**config.mk**
```make
export PLATFORM = sky130hd
export DESIGN_NAME = fetch_prefetch_queue
export DESIGN_NICKNAME = d
export VERILOG_FILES = /design/src/rtl/fetch_pkg.sv /design/src/rtl/fetch_fifo.sv /design/src/rtl/fetch_prefetch_queue.sv
export SDC_FILE = /design/constraint.sdc
export NUM_CORES = 1
export LEC_CHECK = 0
export CAP_MARGIN = 20
export CORE_UTILIZATION = 35
export DETAILED_ROUTE_END_ITERATION = 12
export HOLD_SLACK_MARGIN = 0.08
export PLACE_DENSITY = 0.6
export SYNTH_ARGS = -nofsm -noshare
export SYNTH_HDL_FRONTEND = slang
export SYNTH_SLANG_ARGS = --single-unit
```
**constraint.sdc**
```tcl
create_clock -name clk -period 5.5 [get_ports clk]
set_input_delay 1.1 -clock clk [delete_from_list [all_inputs] [get_ports clk]]
set_output_delay 1.1 -clock clk [all_outputs]
set_load 0.01 [all_outputs]
```
**src/rtl/fetch_pkg.sv**
```systemverilog
// Shared state encoding, widths and helpers for the instruction prefetch path.
package fetch_pkg;

  typedef enum logic [1:0] {
    S_START = 2'd0,
    S_RUN   = 2'd1,
    S_FLUSH = 2'd2
  } fetch_state_e;

  localparam int INSTR_W = 32;
  localparam int PC_STEP = 4;

  // Bits needed to hold any count in 0..n inclusive.
  function automatic int cnt_w(input int n);
    return (n < 1) ? 1 : $clog2(n + 1);
  endfunction

endpackage

```
**src/rtl/fetch_fifo.sv**
```systemverilog
// DEPTH-entry synchronous FIFO with single-cycle clear; head is read straight from the array.
module fetch_fifo
  import fetch_pkg::*;
#(
  parameter int DEPTH = 4,
  parameter int W     = 64
) (
  input  logic                      clk,
  input  logic                      rst_n,
  input  logic                      i_clear,
  input  logic                      i_push,
  input  logic                      i_pop,
  input  logic [W-1:0]              i_wdata,
  output logic [W-1:0]              o_rdata,
  output logic [cnt_w(DEPTH)-1:0]   o_count,
  output logic                      o_empty
);

  localparam int AW = $clog2(DEPTH);
  localparam int CW = cnt_w(DEPTH);

  logic [W-1:0]  r_mem [DEPTH];
  logic [AW-1:0] r_wr_ptr;
  logic [AW-1:0] r_rd_ptr;
  logic [CW-1:0] r_count;
  logic          w_push;
  logic          w_pop;

  assign w_pop  = i_pop & ~i_clear & (r_count != '0);
  // A full queue may still accept a push when the head leaves in the same cycle.
  assign w_push = i_push & ~i_clear & ((r_count != CW'(DEPTH)) | w_pop);

  always_ff @(posedge clk) begin
    if (w_push) r_mem[r_wr_ptr] <= i_wdata;
  end

  always_ff @(posedge clk or negedge rst_n) begin
    if (!rst_n) begin
      r_wr_ptr <= '0;
      r_rd_ptr <= '0;
      r_count  <= '0;
    end else if (i_clear) begin
      r_wr_ptr <= '0;
      r_rd_ptr <= '0;
      r_count  <= '0;
    end else begin
      if (w_push) r_wr_ptr <= r_wr_ptr + 1'b1;
      if (w_pop)  r_rd_ptr <= r_rd_ptr + 1'b1;
      if (w_push & ~w_pop)      r_count <= r_count + 1'b1;
      else if (w_pop & ~w_push) r_count <= r_count - 1'b1;
    end
  end

  assign o_rdata = r_mem[r_rd_ptr];
  assign o_count = r_count;
  assign o_empty = (r_count == '0);

endmodule

```
**src/rtl/fetch_prefetch_queue.sv**
```systemverilog
// Instruction prefetch queue: sequential imem requests, redirect flush with in-flight discard.
// Optional FETCH_BYPASS_EN presents a response combinationally when the queue is empty.
module fetch_prefetch_queue
  import fetch_pkg::*;
#(
  parameter int          DEPTH           = 4,
  parameter int          MAX_OUTSTANDING = 2,
  parameter logic [31:0] RESET_PC        = 32'h0
) (
  input  logic               clk,
  input  logic               rst_n,
  input  logic               i_redirect_valid,
  input  logic [31:0]        i_redirect_pc,
  output logic               o_imem_req_valid,
  input  logic               i_imem_req_ready,
  output logic [31:0]        o_imem_req_addr,
  input  logic               i_imem_rsp_valid,
  input  logic [INSTR_W-1:0] i_imem_rsp_data,
  output logic               o_instr_valid,
  input  logic               i_instr_ready,
  output logic [INSTR_W-1:0] o_instr_data,
  output logic [31:0]        o_instr_pc
);

  localparam int CW = cnt_w(DEPTH);
  localparam int OW = cnt_w(MAX_OUTSTANDING);

  fetch_state_e            r_state;
  fetch_state_e            w_state_next;
  logic                    w_req_enable;
  logic [31:0]             r_fetch_pc;
  logic [31:0]             r_rsp_pc;
  logic [OW-1:0]           r_outstanding;
  logic [OW-1:0]           r_discard;
  logic [OW-1:0]           w_outstanding_next;
  logic [OW-1:0]           w_discard_next;
  logic                    w_accept;
  logic                    w_rsp;
  logic                    w_keep;
  logic                    w_bypass;
  logic                    w_bypass_take;
  logic                    w_push;
  logic                    w_pop;
  logic [CW-1:0]           w_count;
  logic                    w_empty;
  logic [32+INSTR_W-1:0]   w_head;

  always_ff @(posedge clk or negedge rst_n) begin
    if (!rst_n) r_state <= S_START;
    else        r_state <= w_state_next;
  end

  always_comb begin
    w_state_next = r_state;
    case (r_state)
      S_START: w_state_next = S_RUN;
      S_RUN:   if (i_redirect_valid && (w_discard_next != '0)) w_state_next = S_FLUSH;
      S_FLUSH: if (w_discard_next == '0) w_state_next = S_RUN;
      default: w_state_next = S_START;
    endcase
  end

  always_comb begin
    w_req_enable = (r_state != S_START);
  end

  // Reserve a queue slot for every request in flight so responses can never overflow.
  assign o_imem_req_valid = w_req_enable
                          && (32'(r_outstanding) < 32'(MAX_OUTSTANDING))
                          && ((32'(w_count) + 32'(r_outstanding)) < 32'(DEPTH));
  assign o_imem_req_addr  = r_fetch_pc;
  assign w_accept         = o_imem_req_valid & i_imem_req_ready;
  assign w_rsp            = i_imem_rsp_valid & (r_outstanding != '0);

  assign w_outstanding_next = r_outstanding + OW'(w_accept) - OW'(w_rsp);

  // Everything still in flight after a redirect belongs to the abandoned stream.
  always_comb begin
    w_discard_next = r_discard;
    if (i_redirect_valid)               w_discard_next = w_outstanding_next;
    else if (w_rsp && r_discard != '0)  w_discard_next = r_discard - 1'b1;
  end

  assign w_keep = w_rsp & (r_discard == '0) & ~i_redirect_valid;

`ifdef FETCH_BYPASS_EN
  assign w_bypass = w_empty & w_keep;
`else
  assign w_bypass = 1'b0;
`endif

  assign o_instr_valid = w_bypass | ~w_empty;
  assign w_bypass_take = w_bypass & i_instr_ready;
  assign w_pop         = ~w_empty & i_instr_ready & ~i_redirect_valid;
  assign w_push        = w_keep & ~w_bypass_take;

  always_comb begin
    o_instr_pc   = '0;
    o_instr_data = '0;
    if (w_bypass) begin
      o_instr_pc   = r_rsp_pc;
      o_instr_data = i_imem_rsp_data;
    end else if (!w_empty) begin
      {o_instr_pc, o_instr_data} = w_head;
    end
  end

  always_ff @(posedge clk or negedge rst_n) begin
    if (!rst_n) begin
      r_fetch_pc    <= RESET_PC;
      r_rsp_pc      <= RESET_PC;
      r_outstanding <= '0;
      r_discard     <= '0;
    end else begin
      r_outstanding <= w_outstanding_next;
      r_discard     <= w_discard_next;
      if (i_redirect_valid) begin
        r_fetch_pc <= i_redirect_pc;
        r_rsp_pc   <= i_redirect_pc;
      end else begin
        if (w_accept) r_fetch_pc <= r_fetch_pc + 32'(PC_STEP);
        if (w_keep)   r_rsp_pc   <= r_rsp_pc + 32'(PC_STEP);
      end
    end
  end

  fetch_fifo #(
    .DEPTH (DEPTH),
    .W     (32 + INSTR_W)
  ) u_fifo (
    .clk     (clk),
    .rst_n   (rst_n),
    .i_clear (i_redirect_valid),
    .i_push  (w_push),
    .i_pop   (w_pop),
    .i_wdata ({r_rsp_pc, i_imem_rsp_data}),
    .o_rdata (w_head),
    .o_count (w_count),
    .o_empty (w_empty)
  );

`ifndef SYNTHESIS
  a_rsp_has_request: assert property (@(posedge clk) disable iff (!rst_n)
    i_imem_rsp_valid |-> (r_outstanding != '0));
`endif

endmodule
```
==> impl_results.md <==
- Pin count of the biggest net entering global routing: 76
- Initial antenna violation count: 0
- HPWL Detailed: 21500 um
- Endpoints failing hold: 0
- FF-to-FF End: u_fifo.o_count[1]
- Rel. slew slack: 28.0%
- Total track usage: 16.2%
- CTS root buffer: clkbuf_16
- Die W: 205 um
- CTS tree: done
- GR Overflow Total: 0
- # setup viols final: 0
- Unrepaired setup endpoints after global routing: no
- Resize count post-CTS: 0
- Library cells used by synthesis: 66
- Seq/Total Area, Yosys: 66.7%
- Clock Skew: ~17 ps
- Crit path DAT: 3090 ps
- Initial Utilization: 35.9%
- Max VDD drop: between 0.2 and 0.25 mV
- Required time worst endpoint: between 4000 and 5000 ps
- Worst Hold Depth: 0
- Net count, final: 1191
- Peak Freq: 239 MHz
- GPL Wtd Cong: 0.777
- Boundary Pins: 168
- Die area: roughly 42000 um2
- Clk sink count: 333
- CTS Hold Buffers Added: 0
- Syn_nets: 1029
- Core ar.: 40200 um2
- Yosys reg bits: 333
- Buffers on Ports: about 170
- Crit path time final: approximately 4200 ps
- FF-to-FF path depth: 9
- Status: finished clean
- Lkg Pwr: approximately 6 nW
- Critical setup path kind: flip-flop to output port
- Drt initial violations: 434
- RR Startpoint: r_discard[0]
- Die height: 205 um
- Clock slew at reported path FFs: 60 ps
- Max clock buf depth: 3
- Via Count: 8888
- Primary flip-flop cell chosen by synthesis mapping: edfxtp_1
- Filler instances: approximately 3600
- Register area: 9620 um2
- Largest fanout on the critical path: 40
- Max cap viols: 0
- Total Power: around 7.5 mW
- Post-CTS Setup Bufs: 0
- H-tree depth: 2
- DRC: 0
- Post-route ant nets: 0
- Layout cell share with drive strength beyond 1: 13.7%
- Number of global-route vias before repair: ~8800
- Placed cell count: between 1500 and 2000
- Skew-Pair Late Insertion Delay: 530 ps
- Netlist Area Pre-Place: 14400 um2
- Fin Hold WS: 530 ps
- Multi-input logic area: roughly 4500 um2
- DRT Pass-1 Iters: 6
- Pwr/cell area: 420 nW/um2
- Hold Path End: u_fifo.r_mem[1][33]
- Min-delay worst type: flip-flop to flip-flop
- First-pass GRT wire length: 52100 um
- WL per Instance: 20.3 um
- R2r setup slk: roughly 1900 ps
- Post-synth ARST share: a little under a quarter
- Post-Route Setup TNS: 0 ps
- Tcrit/Tclk final: 76.1%
- Diodes inserted: 0
- Total number of yosys warnings: 0
- Vias per std cell: about 5.3
- Hold Path Origin: r_rsp_pc[1]
- TritonCTS buffer count: 37
- Number of synthesized flops with an enable pin: 256
- Mean Syn Cell Area: 15.2 um2
- Area Overhead vs Synth: 23.6%
- Gate Count Post-Synth: 948
- Layout Cells excl Fill: 1663
- Max-slew violations: 0
- Setup crit start kind: flip-flop
- Worst slew pin tran: 1080 ps
- Drt total wl: roughly 34000 um
- Endpoint type of the worst setup path: output port
- FP Rows: 73
-- cell usage after synthesis, types with 2 or more instances --
master     number  share of area, %
o31a_1          3              0.18
inv_1          18              0.47
o31ai_1        19              0.99
a21o_1          2              0.10
clkbuf_1       40               1.0
and3_1          9              0.39
nand3_1        32               1.1
buf_2           7              0.24
nor2b_1         4              0.17
a211o_1         4              0.24
nand2b_1        7              0.30
a31oi_1        21              0.91
or2_2           4              0.17
xor2_1          5              0.30
edfxtp_1      256                53
a211oi_1       22               1.1
or3_1           9              0.39
nor4_1         14              0.61
o21ai_0        22              0.76
dfrtp_1        77                13
mux2i_1         2              0.14
buf_1           7              0.18
nor3_1         27              0.94
nor2_1         40               1.0
o2111ai_1       3              0.18
mux2_2          5              0.39
a221o_1         2              0.14
and4_1         12              0.73
or4_1          14              0.73
o22ai_1         3              0.13
xnor2_1        12              0.73
and2_1         71               3.1
o211a_1         4              0.28
nand2_1        37              0.96
ha_1           10              0.87
mux4_2         64                10
nand4_1        20              0.87
a21boi_0        2              0.10
a21oi_1        11              0.38
-- worst max-delay path, cell delays in order (launching register included) --
cell,delay [ps]
dfrtp_4,990
buf_12,330
mux4_2,520
and2_1,210
clkdlybuf4s50_1,480
-- worst max-delay path by stage --
stage,from,to,depth (start not counted)
5_1_grt,u_fifo.r_rd_ptr[0],o_instr_pc[31],4
6_report,u_fifo.r_rd_ptr[0],o_instr_pc[31],4
3_5_place_dp,i_imem_rsp_valid,u_fifo.o_count[1],8
4_1_cts,u_fifo.r_rd_ptr[0],o_instr_data[2],4
3_3_place_gp,i_imem_rsp_valid,u_fifo.r_mem[0][4],5
2_1_floorplan,i_redirect_valid,u_fifo.r_mem[0][0],3
-- state kept, by name (all words and copies together), names as in the netlist --
signal	count
o_imem_req_addr	32
r_discard	2
r_outstanding	2
r_rsp_pc	32
r_state	2
u_fifo.o_count	3
u_fifo.r_mem	256
u_fifo.r_rd_ptr	2
u_fifo.r_wr_ptr	2
-- routing by layer --
layer	vias to the layer above	GRT usage, %	wire length (um)
met5	-	0	0
met4	0	4.13	534
met3	44	2.77	1900
met2	269	24.9	15300
met1	4482	23.9	16000
li1	4093	-	-
-- where the power goes --
group / switching (mW) / internal [mW]
logic: 0.898 / 1.10
clock network: 0.994 / 1.34
registers: 0.268 / 2.89
total: 2.16 / 5.32
-- cells by family after synthesis --
| logic type | synth area share [%] |
|---|---|
| AOI/OAI and AO/OA | 6.43 |
| buffers and inverters | 2.14 |
| DFF | 66.7 |
| adders and majority gates | 1.01 |
| and+or+nand+nor | 12.1 |
| muxes | 10.5 |
| xor gates and xnor gates | 1.03 |
-- cells in the final DEF (no fill, tap or decap), drive strengths merged, types with 10 or more instances in the layout --
cell type,count
clkinv,18
clkdlybuf4s50,165
a21oi,11
and4,13
ha,10
nor3,28
inv,21
nand2,37
clkbuf,44
xnor2,12
and2,72
nand4,21
o21ai,22
nor4,15
dfrtp,77
a31oi,21
and3,10
buf,14
nand3,32
a211oi,22
or4,15
edfxtp,256
o31ai,19
mux4,64
nor2,40
-- through the flow --
stage / cell area (um2) / worst slack, ps / util (%)
after global placement: 16700 / 1330 / 41.5
after detailed placement: 16700 / 1140 / 41.5
after floorplan: 14400 / 1700 / -
after CTS: 17800 / 1220 / 44.3
after global routing: 17800 / 1110 / 44.3
final: 17800 / 1310 / 44.3
-- cell type report --
type	count	share of cell area [%]
multi-input combinational	540	25.3
tap	525	3.69
inverter	19	0.400
timing repair buffer	179	10.2
sequential	333	54.0
clock buffer	44	5.52
clock inverter	23	0.934
(Power assumes the default switching activity.)
